[src/rtl/cdb_arbiter.sv]
// Common data bus arbiter: picks one completing unit per cycle in round-robin
// order and broadcasts its tag/value on registered CDB outputs with a grant pulse.
module cdb_arbiter #(
  parameter int DATA_W = 64,
  parameter int TAG_W  = 4,
  parameter int NREQ   = 3
) (
  input  logic                   clk,
  input  logic                   rst_n,
  input  logic [NREQ-1:0]        req,
  input  logic [NREQ*TAG_W-1:0]  req_tag,
  input  logic [NREQ*DATA_W-1:0] req_data,
  input  logic                   flush,
  output logic [NREQ-1:0]        gnt,
  output logic                   cdb_valid,
  output logic [TAG_W-1:0]       cdb_id,
  output logic [DATA_W-1:0]      cdb_data,
  output logic [1:0]             cdb_src,
  output logic                   err_notag,
  output logic [15:0]            bcast_cnt
);

  logic [NREQ-1:0]   gnt_q, gnt_d;
  logic              valid_q, valid_d;
  logic [TAG_W-1:0]  id_q, id_d;
  logic [DATA_W-1:0] data_q, data_d;
  logic [1:0]        src_q, src_d;
  logic              err_q, err_d;
  logic [15:0]       cnt_q, cnt_d;
  logic [1:0]        ptr_q, ptr_d;

  logic [NREQ-1:0]   elig_s;
  logic              notag_s;
  logic              found_s;
  logic [1:0]        win_s;

  // Eligibility: the unit granted last edge is excluded so a result never goes out twice.
  always_comb begin
    elig_s  = '0;
    notag_s = 1'b0;
    for (int i = 0; i < NREQ; i++) begin
      elig_s[i] = req[i] & ~gnt_q[i] & (req_tag[i*TAG_W +: TAG_W] != '0);
      if (req[i] && (req_tag[i*TAG_W +: TAG_W] == '0)) begin
        notag_s = 1'b1;
      end else begin
        notag_s = notag_s;
      end
    end
  end

  // Round-robin search starting at ptr, wrapping modulo NREQ.
  always_comb begin
    found_s = 1'b0;
    win_s   = 2'd0;
    for (int k = 0; k < NREQ; k++) begin
      int idx;
      idx = int'(ptr_q) + k;
      if (idx >= NREQ) begin
        idx = idx - NREQ;
      end else begin
        idx = idx;
      end
      if (!found_s && elig_s[idx]) begin
        found_s = 1'b1;
        win_s   = 2'(idx);
      end else begin
        found_s = found_s;
      end
    end
  end

  // Next-state: broadcast the winner unless flushed; otherwise drive the idle pattern.
  always_comb begin
    gnt_d   = '0;
    valid_d = 1'b0;
    id_d    = '0;
    data_d  = '0;
    src_d   = 2'd0;
    cnt_d   = cnt_q;
    ptr_d   = ptr_q;
    err_d   = err_q | notag_s;
    if (found_s && !flush) begin
      gnt_d   = {{(NREQ-1){1'b0}}, 1'b1} << win_s;
      valid_d = 1'b1;
      id_d    = req_tag[int'(win_s)*TAG_W +: TAG_W];
      data_d  = req_data[int'(win_s)*DATA_W +: DATA_W];
      src_d   = win_s;
      cnt_d   = cnt_q + 16'd1;
      if (int'(win_s) == NREQ - 1) begin
        ptr_d = 2'd0;
      end else begin
        ptr_d = win_s + 2'd1;
      end
    end else begin
      ptr_d = ptr_q;
    end
  end

  // State registers; reset forces the bus idle immediately.
  always_ff @(posedge clk or negedge rst_n) begin
    if (!rst_n) begin
      gnt_q   <= '0;
      valid_q <= 1'b0;
      id_q    <= '0;
      data_q  <= '0;
      src_q   <= 2'd0;
      err_q   <= 1'b0;
      cnt_q   <= 16'd0;
      ptr_q   <= 2'd0;
    end else begin
      gnt_q   <= gnt_d;
      valid_q <= valid_d;
      id_q    <= id_d;
      data_q  <= data_d;
      src_q   <= src_d;
      err_q   <= err_d;
      cnt_q   <= cnt_d;
      ptr_q   <= ptr_d;
    end
  end

  assign gnt       = gnt_q;
  assign cdb_valid = valid_q;
  assign cdb_id    = id_q;
  assign cdb_data  = data_q;
  assign cdb_src   = src_q;
  assign err_notag = err_q;
  assign bcast_cnt = cnt_q;

endmodule

[config.mk]
export PLATFORM = sky130hd
export DESIGN_NAME = cdb_arbiter
export DESIGN_NICKNAME = d
export VERILOG_FILES = /design/src/rtl/cdb_arbiter.sv
export SDC_FILE = /design/constraint.sdc
export NUM_CORES = 1
export LEC_CHECK = 0
export BUFFER_PORTS_ARGS = -buffer_cell sky130_fd_sc_hd__buf_2
export CORE_AREA = 2 2 118 120
export CTS_CLUSTER_SIZE = 25
export DETAILED_ROUTE_END_ITERATION = 7
export DIE_AREA = 0 0 120 122
export PLACE_DENSITY = 0.66
export SLEW_MARGIN = 20
export SYNTH_ARGS = -nofsm -noshare
export SYNTH_HDL_FRONTEND = slang
export SYNTH_SLANG_ARGS = --single-unit
[constraint.sdc]
create_clock -name clk -period 1.9 [get_ports clk]
set_input_delay 0.19 -clock clk [delete_from_list [all_inputs] [get_ports clk]]
set_output_delay 0.19 -clock clk [all_outputs]
set_load 0.02 [all_outputs]
### Word level (Yosys, flattened, before mapping)

Cells that the tools add are included.

* output and inout port bits: 91
* logic and storage cells: 77
* register bits: 93
* bits of input ports: 210

* mux-type cells: 27
* reduce and logical (&&, ||, !) cells: 15
* magnitude comparators: 6
* shifts and indexed selects: 3
* add/sub/neg operators: 7
* bitwise gates (word level): 10
* equality and inequality tests: 1

Operators with widths (count)
* $shiftx 192x9->64: 1
* $lt 32x4->1 const B: 3
* $mux 32: 3
* $mux 64: 1
* $add 16x1->16 const B: 1
* $mux 1: 13
* $logic_not 4->1: 3
* $reduce_bool 4->1: 3
* $shiftx 12x5->4: 1
* $mux 2: 5
* $sub 3x2->4 const B: 2
* $and 1x1->1: 6
* $bmux 1 s2: 3
* $ge 3x2->1 const B: 2
* $logic_and 1x1->1: 6
* $mux 4: 1
* $add 2x1->3 const B: 1
* $add 2x2->3 const B: 1
* $logic_not 1->1: 3
* $mux 3: 1
* $not 1->1: 3
* $shl 1x2->3 const A: 1
* $sub 2x2->3 const B: 1
* $add 2x1->2 const B: 1
* 3 further kinds: 3

### Logic depth before layout (Yosys ltp)

Gate-level depths: netlist of the first run.

* depth in word-level cells: 15
* gate-level depth with buffers: 11
* depth with buffers taken out: 7

### Least setup slack after synthesis of the first run

Ideal clock, no wire load.

* path type: reg-to-reg
* from: register ptr_q[0]
* to: register data_q[46], in the netlist cdb_data[46]
* cell stages (with the launch flop): 12
* setup slack: -230 ps
* arrival time: 2003 ps
* buffers on the path: 4
* clock period less this slack: 2130 ps
* data required time: 1773 ps
* library setup time: 127 ps
* cells stage by stage: dfrtp_1 inv_1 ha_1 clkbuf_1 nor4b_1 a32oi_1 and4b_1 buf_4 buf_6 buf_6 a22oi_1 a21oi_1

* longest elaborated chain between the ends: 14
* elaborated cells between the ends (all ways): 33
* those cells by class: add/sub: 5; order compare: 3; shift: 1; mux: 19; reduce/logical: 5

Ends and longest elaborated chain
* from (decl): RTL line 30 `logic [1:0] ptr_q, ptr_d;`
* from (signal assigned): RTL line 118 `ptr_q <= ptr_d;`
* parallel branches: the longest is 13 deep, another holds $sub 3x2->4
* $mux 64 *: RTL line 82 `if (found_s && !flush) begin`
* net data_d[46]: RTL line 26 `logic [DATA_W-1:0] data_q, data_d;`
* to (signal assigned): RTL line 114 `data_q <= data_d;`
* to (decl): RTL line 26

Mark *: on every way through the listed nets, which the timed path passes. The select of a mux whose other input is x is not followed.
A chain may end at the register's enable or synchronous reset.

### Worst setup path in the final report of the first run

* from: register ptr_q[0]
* to: register data_q[6], in the netlist cdb_data[6]

The elaborated chain is that of the path after synthesis.

==> impl_metrics.env, run 1 <==
export IMPL_gp_congestion=0.877
export IMPL_grt_setup_unrepaired="true"
export IMPL_dr_pass1_iters=4
export IMPL_vias=5266
export IMPL_final_nets=988
export IMPL_crit_type="reg2reg"
export IMPL_worst_pin_slew_ns=0.341
export IMPL_drt_total_wl_um=19300
export IMPL_synth_seq_area_share_pct=52.2
export IMPL_grt_max_degree=54
export IMPL_endpoint_kind="flop"
export IMPL_power_static_leakage_nw=3.80
export IMPL_syn_num_nets=657
export IMPL_final_util_pct=58.4
export IMPL_status="complete, but fails checks"
export IMPL_arrival_ns=2.35
export IMPL_post_route_cells_drive_above_1_share_pct=66.7
export IMPL_synth_distinct_cells=40
export IMPL_antenna_found_initial=0
export IMPL_fin_area_sq_um=7890
export IMPL_yosys_top_cells_area="dfrtp_1 52%, a22oi_1 11%, nand3_1 8.1%"
export IMPL_hold_slack_ns=0.0780
export IMPL_r2r_slack_ns=-0.22
export IMPL_syn_avg_cell_area_sq_um=10.0
export IMPL_drc=0
export IMPL_cts_made_buffers=9
export IMPL_reg2reg_depth=8
export IMPL_drt_iter0_drc=462
export IMPL_powerDensity_nw_per_um2=1620
export IMPL_dpl_instance_area_sq_um=6510
export IMPL_peakVddDrop_uv=666
export IMPL_reg2reg_from="ptr_q[0]"
export IMPL_io_buffers=300
export IMPL_clock_fmax_mhz=471
export IMPL_drt_vias_per_instance=5.50
export IMPL_rows=43
export IMPL_holdCritPathClass="in2reg"
export IMPL_synth_top_area_share_pct=52.2
export IMPL_clock_skew_final_ns=0.00600
export IMPL_endpoint="cdb_data[6]"
export IMPL_cts_tree="done"
export IMPL_antenna_cells=0
export IMPL_cts_max_level=3
export IMPL_dieArea_sq_um=14600
export IMPL_drv_cap=0
export IMPL_setup_viol=91
export IMPL_clkLatencyLatePin_ns=0.35
export IMPL_die_w_um=120
export IMPL_grt_pass1_wl_um=27000
export IMPL_grt_usage_pct=23.9
export IMPL_hpwl_um=11900
export IMPL_core_area_sq_um=13500
export IMPL_instances_no_fill=958
export IMPL_async_reset_ff_share_pct=100
export IMPL_place_inst=921
export IMPL_die_y_um=122
export IMPL_startpoint="ptr_q[0]"
export IMPL_grt_pass1_vias=5217
export IMPL_grt_overflow_total=0
export IMPL_path_clk_slew_ns=0.06
export IMPL_io_pins=301
export IMPL_power_mw=12.7
export IMPL_setup_tns_ns=-13.24
export IMPL_period_needed_ns=2.12
export IMPL_ys_flop_type="dfrtp_1"
export IMPL_fin_ws_ns=-0.224
export IMPL_start_kind="flop"
export IMPL_hold_viol_final=0
export IMPL_yosys_warnings=0
export IMPL_violations="setup timing"
export IMPL_dp_slack_ns=-0.235
export IMPL_slew_limit_headroom_pct=77.2
export IMPL_netlist_area_sq_um=4460
export IMPL_clock_tree_root_cell="clkbuf_16"
export IMPL_initial_utilization_pct=33.0
export IMPL_ant_nets=0
export IMPL_ctsLongestPathBuffers=2
export IMPL_syn2layout_area_growth_pct=77.0
export IMPL_synth_edf_count=0
export IMPL_synth_top_cell_by_area="dfrtp_1"
export IMPL_slew_violations=0
export IMPL_clock_sinks=93
export IMPL_r2r_end="cdb_data[6]"
export IMPL_synth_seq_cells=93
export IMPL_synthCells=444
export IMPL_wl_per_cell_um=20.1
export IMPL_period_share_pct=112
export IMPL_crit_path_max_fanout=18
export IMPL_cp_data_required_time_ns=2.13
==> per-layer routing <==
metal / global-route usage [%] / vias to the layer above / share of wire (%)
met3: 5.38 / 46 / 7.9
met2: 42.3 / 282 / 52
met4: 8.60 / 0 / 2.5
met5: 0 / - / 0
met1: 28.6 / 2600 / 38
li1: - / 2338 / -
==> cells in the final DEF (no fill, tap or decap), types with 2 or more instances in the layout <==
master	synthesis	layout
a21oi_1	69	22
a21oi_2	0	45
a21oi_4	0	2
a22oi_1	68	8
a22oi_2	1	61
and4_1	2	2
buf_12	0	16
buf_16	0	3
buf_2	12	299
buf_4	5	26
buf_6	3	9
clkbuf_16	0	16
clkbuf_8	0	3
dfrtp_1	93	93
ha_4	0	2
inv_1	5	3
mux2i_1	2	2
nand2_1	12	11
nand3_1	72	62
nand3_2	0	10
nand4_1	14	14
nor2_1	10	6
nor2_4	0	3
nor2b_2	0	2
nor3_1	4	3
nor4_1	3	3
nor4b_1	5	3
nor4b_4	0	2
or4_4	2	2
xnor2_1	15	15
==> cell type report <==
type                       instances  area (sq um)
clock buffer                      13           270
clock inverter                     1          30.0
tap                              180           225
fill                            1139          5610
timing repair buffer             363          2430
sequential                        93          2330
multi-input combinational        303          2590
inverter                           5          21.3
==> critical path, stage by stage, from the launching register on <==
cell and delay [ns]:
dfrtp_1 0.40, buf_6 0.13, ha_4 0.19, nor4b_4 0.38, a32oi_2 0.11, and4b_4 0.29, buf_12 0.18, a22oi_2 0.23
a21oi_4 0.08
==> power breakdown <==
part	leakage (nW)	internal [mW]	total, mW	switching, mW
combinational	2.43	3.41	7.89	4.49
clock	0.148	1.11	1.85	0.738
sequential	1.23	2.67	3.00	0.334
total	3.80	7.19	12.7	5.56
==> synthesized netlist by cell type (2+ instances only) <==
cell type,count
dfrtp_1,93
nand3_1,72
a21oi_1,69
a22oi_1,68
clkbuf_1,23
xnor2_1,15
nand4_1,14
buf_2,12
nand2_1,12
nor2_1,10
buf_4,5
inv_1,5
nor4b_1,5
nor3_1,4
buf_6,3
ha_1,3
nor2b_1,3
nor4_1,3
and4_1,2
mux2i_1,2
or4_4,2
==> state kept, by name, summed over array words and instances (netlist names) <==
register	cells
cdb_src	2
cdb_id	4
cdb_valid	1
gnt	3
cdb_data	64
err_notag	1
ptr_q	2
bcast_cnt	16
==> how the worst min path moves through the flow <==
stage | from | end | slack (ns) | cells after the start
floorplan | rst_n | bcast_cnt[0] | -0.11 | 0
global placement | rst_n | cdb_src[0] | 0.19 | 2
detailed placement | rst_n | cdb_src[0] | 0.19 | 2
CTS | req_data[22] | cdb_data[22] | 0.07 | 3
global route | req_data[18] | cdb_data[18] | 0.08 | 3
finish | req_data[20] | cdb_data[20] | 0.08 | 3
==> kinds of logic after synthesis <==
logic type / count (synthesis) / share of synthesized area [%]
mux: 3 / 0.702
xor+xnor: 15 / 2.95
flops: 93 / 52.2
simple gates: 137 / 16.9
buf+inv: 48 / 5.30
fa+ha+maj: 3 / 0.842
compound gates: 145 / 21.1
==> what timing repair did <==
item	4_1_cts	5_1_grt
resized for setup	54	99
endpoints found under the hold margin	93	0
hold buffers	1	0
pin swaps	13	28
cloned	5	9
endpoints found under the setup margin	91	92
setup buffers	6	4
No activity file was read; power rests on OpenSTA's default activity.
==> inputs of run 2 (changes only) <==
MAX_ROUTING_LAYER = met4   (was default)
==> impl_metrics.env, run 2 (synthesis results as in run 1) <==
export IMPL_status="complete, but fails checks"
export IMPL_violations="setup timing"
export IMPL_clock_tree_root_cell="clkbuf_16"
export IMPL_final_common_cell="buf_2"
export IMPL_grt_setup_unrepaired="true"
export IMPL_start_kind="flop"
export IMPL_antenna_found_initial=1
export IMPL_drt_total_wl_um=18600
export IMPL_fin_area_sq_um=8010
export IMPL_gp_congestion=0.913
export IMPL_die_y_um=122
export IMPL_clock_fmax_mhz=493
export IMPL_grt_pass1_wl_um=26200
export IMPL_slew_limit_headroom_pct=76.3
export IMPL_wl_per_cell_um=19.3
export IMPL_ctsLongestPathBuffers=2
export IMPL_drt_vias_per_instance=5.38
export IMPL_initial_utilization_pct=33.0
export IMPL_clock_sinks=93
export IMPL_dpl_instance_area_sq_um=6490
export IMPL_drv_cap=0
export IMPL_crit_path_max_fanout=6
export IMPL_largest_register_ffs=64
export IMPL_post_route_cells_drive_above_1_share_pct=65.9
export IMPL_slew_violations=0
export IMPL_endpoint="cdb_data[28]"
export IMPL_grt_overflow_total=0
export IMPL_worst_pin_slew_ns=0.355
export IMPL_layout_common_cells="299 x buf_2, 93 x dfrtp_1, 56 x a22oi_2"
export IMPL_endpoint_kind="flop"
export IMPL_r2r_slack_ns=-0.13
export IMPL_core_area_sq_um=13500
export IMPL_power_static_leakage_nw=3.87
export IMPL_hpwl_um=11800
export IMPL_fin_ws_ns=-0.130
export IMPL_io_buffers=300
export IMPL_period_needed_ns=2.03
export IMPL_dr_pass1_iters=4
export IMPL_power_internal_mw=7.34
export IMPL_dieArea_sq_um=14600
export IMPL_grt_max_degree=54
export IMPL_p_sw_mw=5.59
export IMPL_powerDensity_nw_per_um2=1620
export IMPL_r2r_end="cdb_data[28]"
export IMPL_cp_data_required_time_ns=2.12
export IMPL_grt_usage_pct=23.7
export IMPL_drc=0
export IMPL_vias=5176
export IMPL_seqPwrFrac_pct=23.1
export IMPL_setup_viol=85
export IMPL_cts_max_level=3
export IMPL_syn2layout_area_growth_pct=79.6
export IMPL_grt_pass1_vias=5061
export IMPL_crit_type="reg2reg"
export IMPL_final_nets=989
export IMPL_reg2reg_from="ptr_q[1]"
export IMPL_ant_nets=0
export IMPL_cts_tree="done"
export IMPL_cts_made_buffers=9
export IMPL_hold_slack_ns=0.0855
export IMPL_hold_viol_final=0
export IMPL_io_pins=301
export IMPL_combPwrFrac_pct=62.5
export IMPL_rows=43
export IMPL_startpoint="ptr_q[1]"
export IMPL_sw_frac_of_total_pct=43.2
export IMPL_period_share_pct=107
export IMPL_pwr_share_clk_pct=14.4
export IMPL_die_w_um=120
export IMPL_peakVddDrop_uv=608
export IMPL_arrival_ns=2.25
export IMPL_clkLatencyLatePin_ns=0.34
export IMPL_clock_skew_final_ns=0.00741
export IMPL_path_clk_slew_ns=0.06
export IMPL_drt_iter0_drc=432
export IMPL_holdCritPathClass="in2reg"
export IMPL_dp_slack_ns=-0.240
export IMPL_reg2reg_depth=9
[run 2: changes by cell type in the layout (fill, tap and decap cells not counted), sizes merged]
| cell | delta |
|---|---|
| clkinv | +3 |
| bufbuf | -1 |
| diode | +1 |
| inv | +1 |
[run 2: power by group through the flow]
stage	Sequential (mW)	Combinational (mW)	Clock, mW
floorplan	3.85	2.64	0
global placement	3.01	5.50	0
detailed placement	3.00	5.58	0
CTS	2.99	6.68	1.91
global route	3.06	8.53	2.00
finish	2.99	8.08	1.86
[run 2: area by class of cell]
class | instances | area [sq um]
Multi-Input combinational cell | 303 | 2620
Fill cell | 1108 | 5500
Inverter | 5 | 18.8
Antenna cell | 1 | 2.50
Sequential cell | 93 | 2330
Tap cell | 180 | 225
Clock inverter | 5 | 57.6
Timing Repair Buffer | 364 | 2500
Clock buffer | 11 | 253
[run 2: worst max-delay path: stages, from the launching register on]
cell,delay (ns)
dfrtp_1,0.41
inv_2,0.07
ha_4,0.19
nor4b_4,0.33
a32oi_2,0.09
and4b_4,0.26
buf_12,0.15
buf_16,0.13
a22oi_2,0.18
a21oi_2,0.08
[run 2: worst min path at each step]
stage | to | start | depth (start not counted) | slack [ns]
2_1_floorplan | bcast_cnt[0] | rst_n | 0 | -0.11
3_3_place_gp | gnt[1] | rst_n | 1 | 0.07
3_5_place_dp | gnt[1] | rst_n | 1 | 0.07
4_1_cts | cdb_data[34] | req_data[34] | 3 | 0.08
5_1_grt | cdb_data[49] | req_data[49] | 3 | 0.08
6_report | cdb_data[49] | req_data[49] | 3 | 0.09
[run 2: what timing repair did]
action	4_1_cts	5_1_grt
setup endpoints to repair	91	91
hold buffers	1	0
gates cloned	6	10
resized for setup	59	97
pin swaps	32	57
endpoints found under the hold margin	14	0
setup buffers	6	2
[run 2: through the flow]
stage               TNS [ns]  total power [mW]  instances  utilization (%)
floorplan             -0.971              6.49        444                -
global placement       -6.44              8.50        920             48.1
detailed placement     -9.07              8.58        920             48.1
CTS                    -2.46              11.6        949             53.8
global route          -14.49              13.6        962             59.3
finish                 -5.51              12.9        962             59.3
[run 2: per-layer routing]
| metal | vias to the layer above | share of wire [%] | GRT usage, % |
|---|---|---|---|
| met5 | - | 0 | - |
| met4 | 0 | 1.8 | 8.90 |
| met3 | 30 | 6.1 | 4.73 |
| met2 | 251 | 51 | 39.2 |
| met1 | 2545 | 41 | 28.7 |
| li1 | 2350 | - | - |
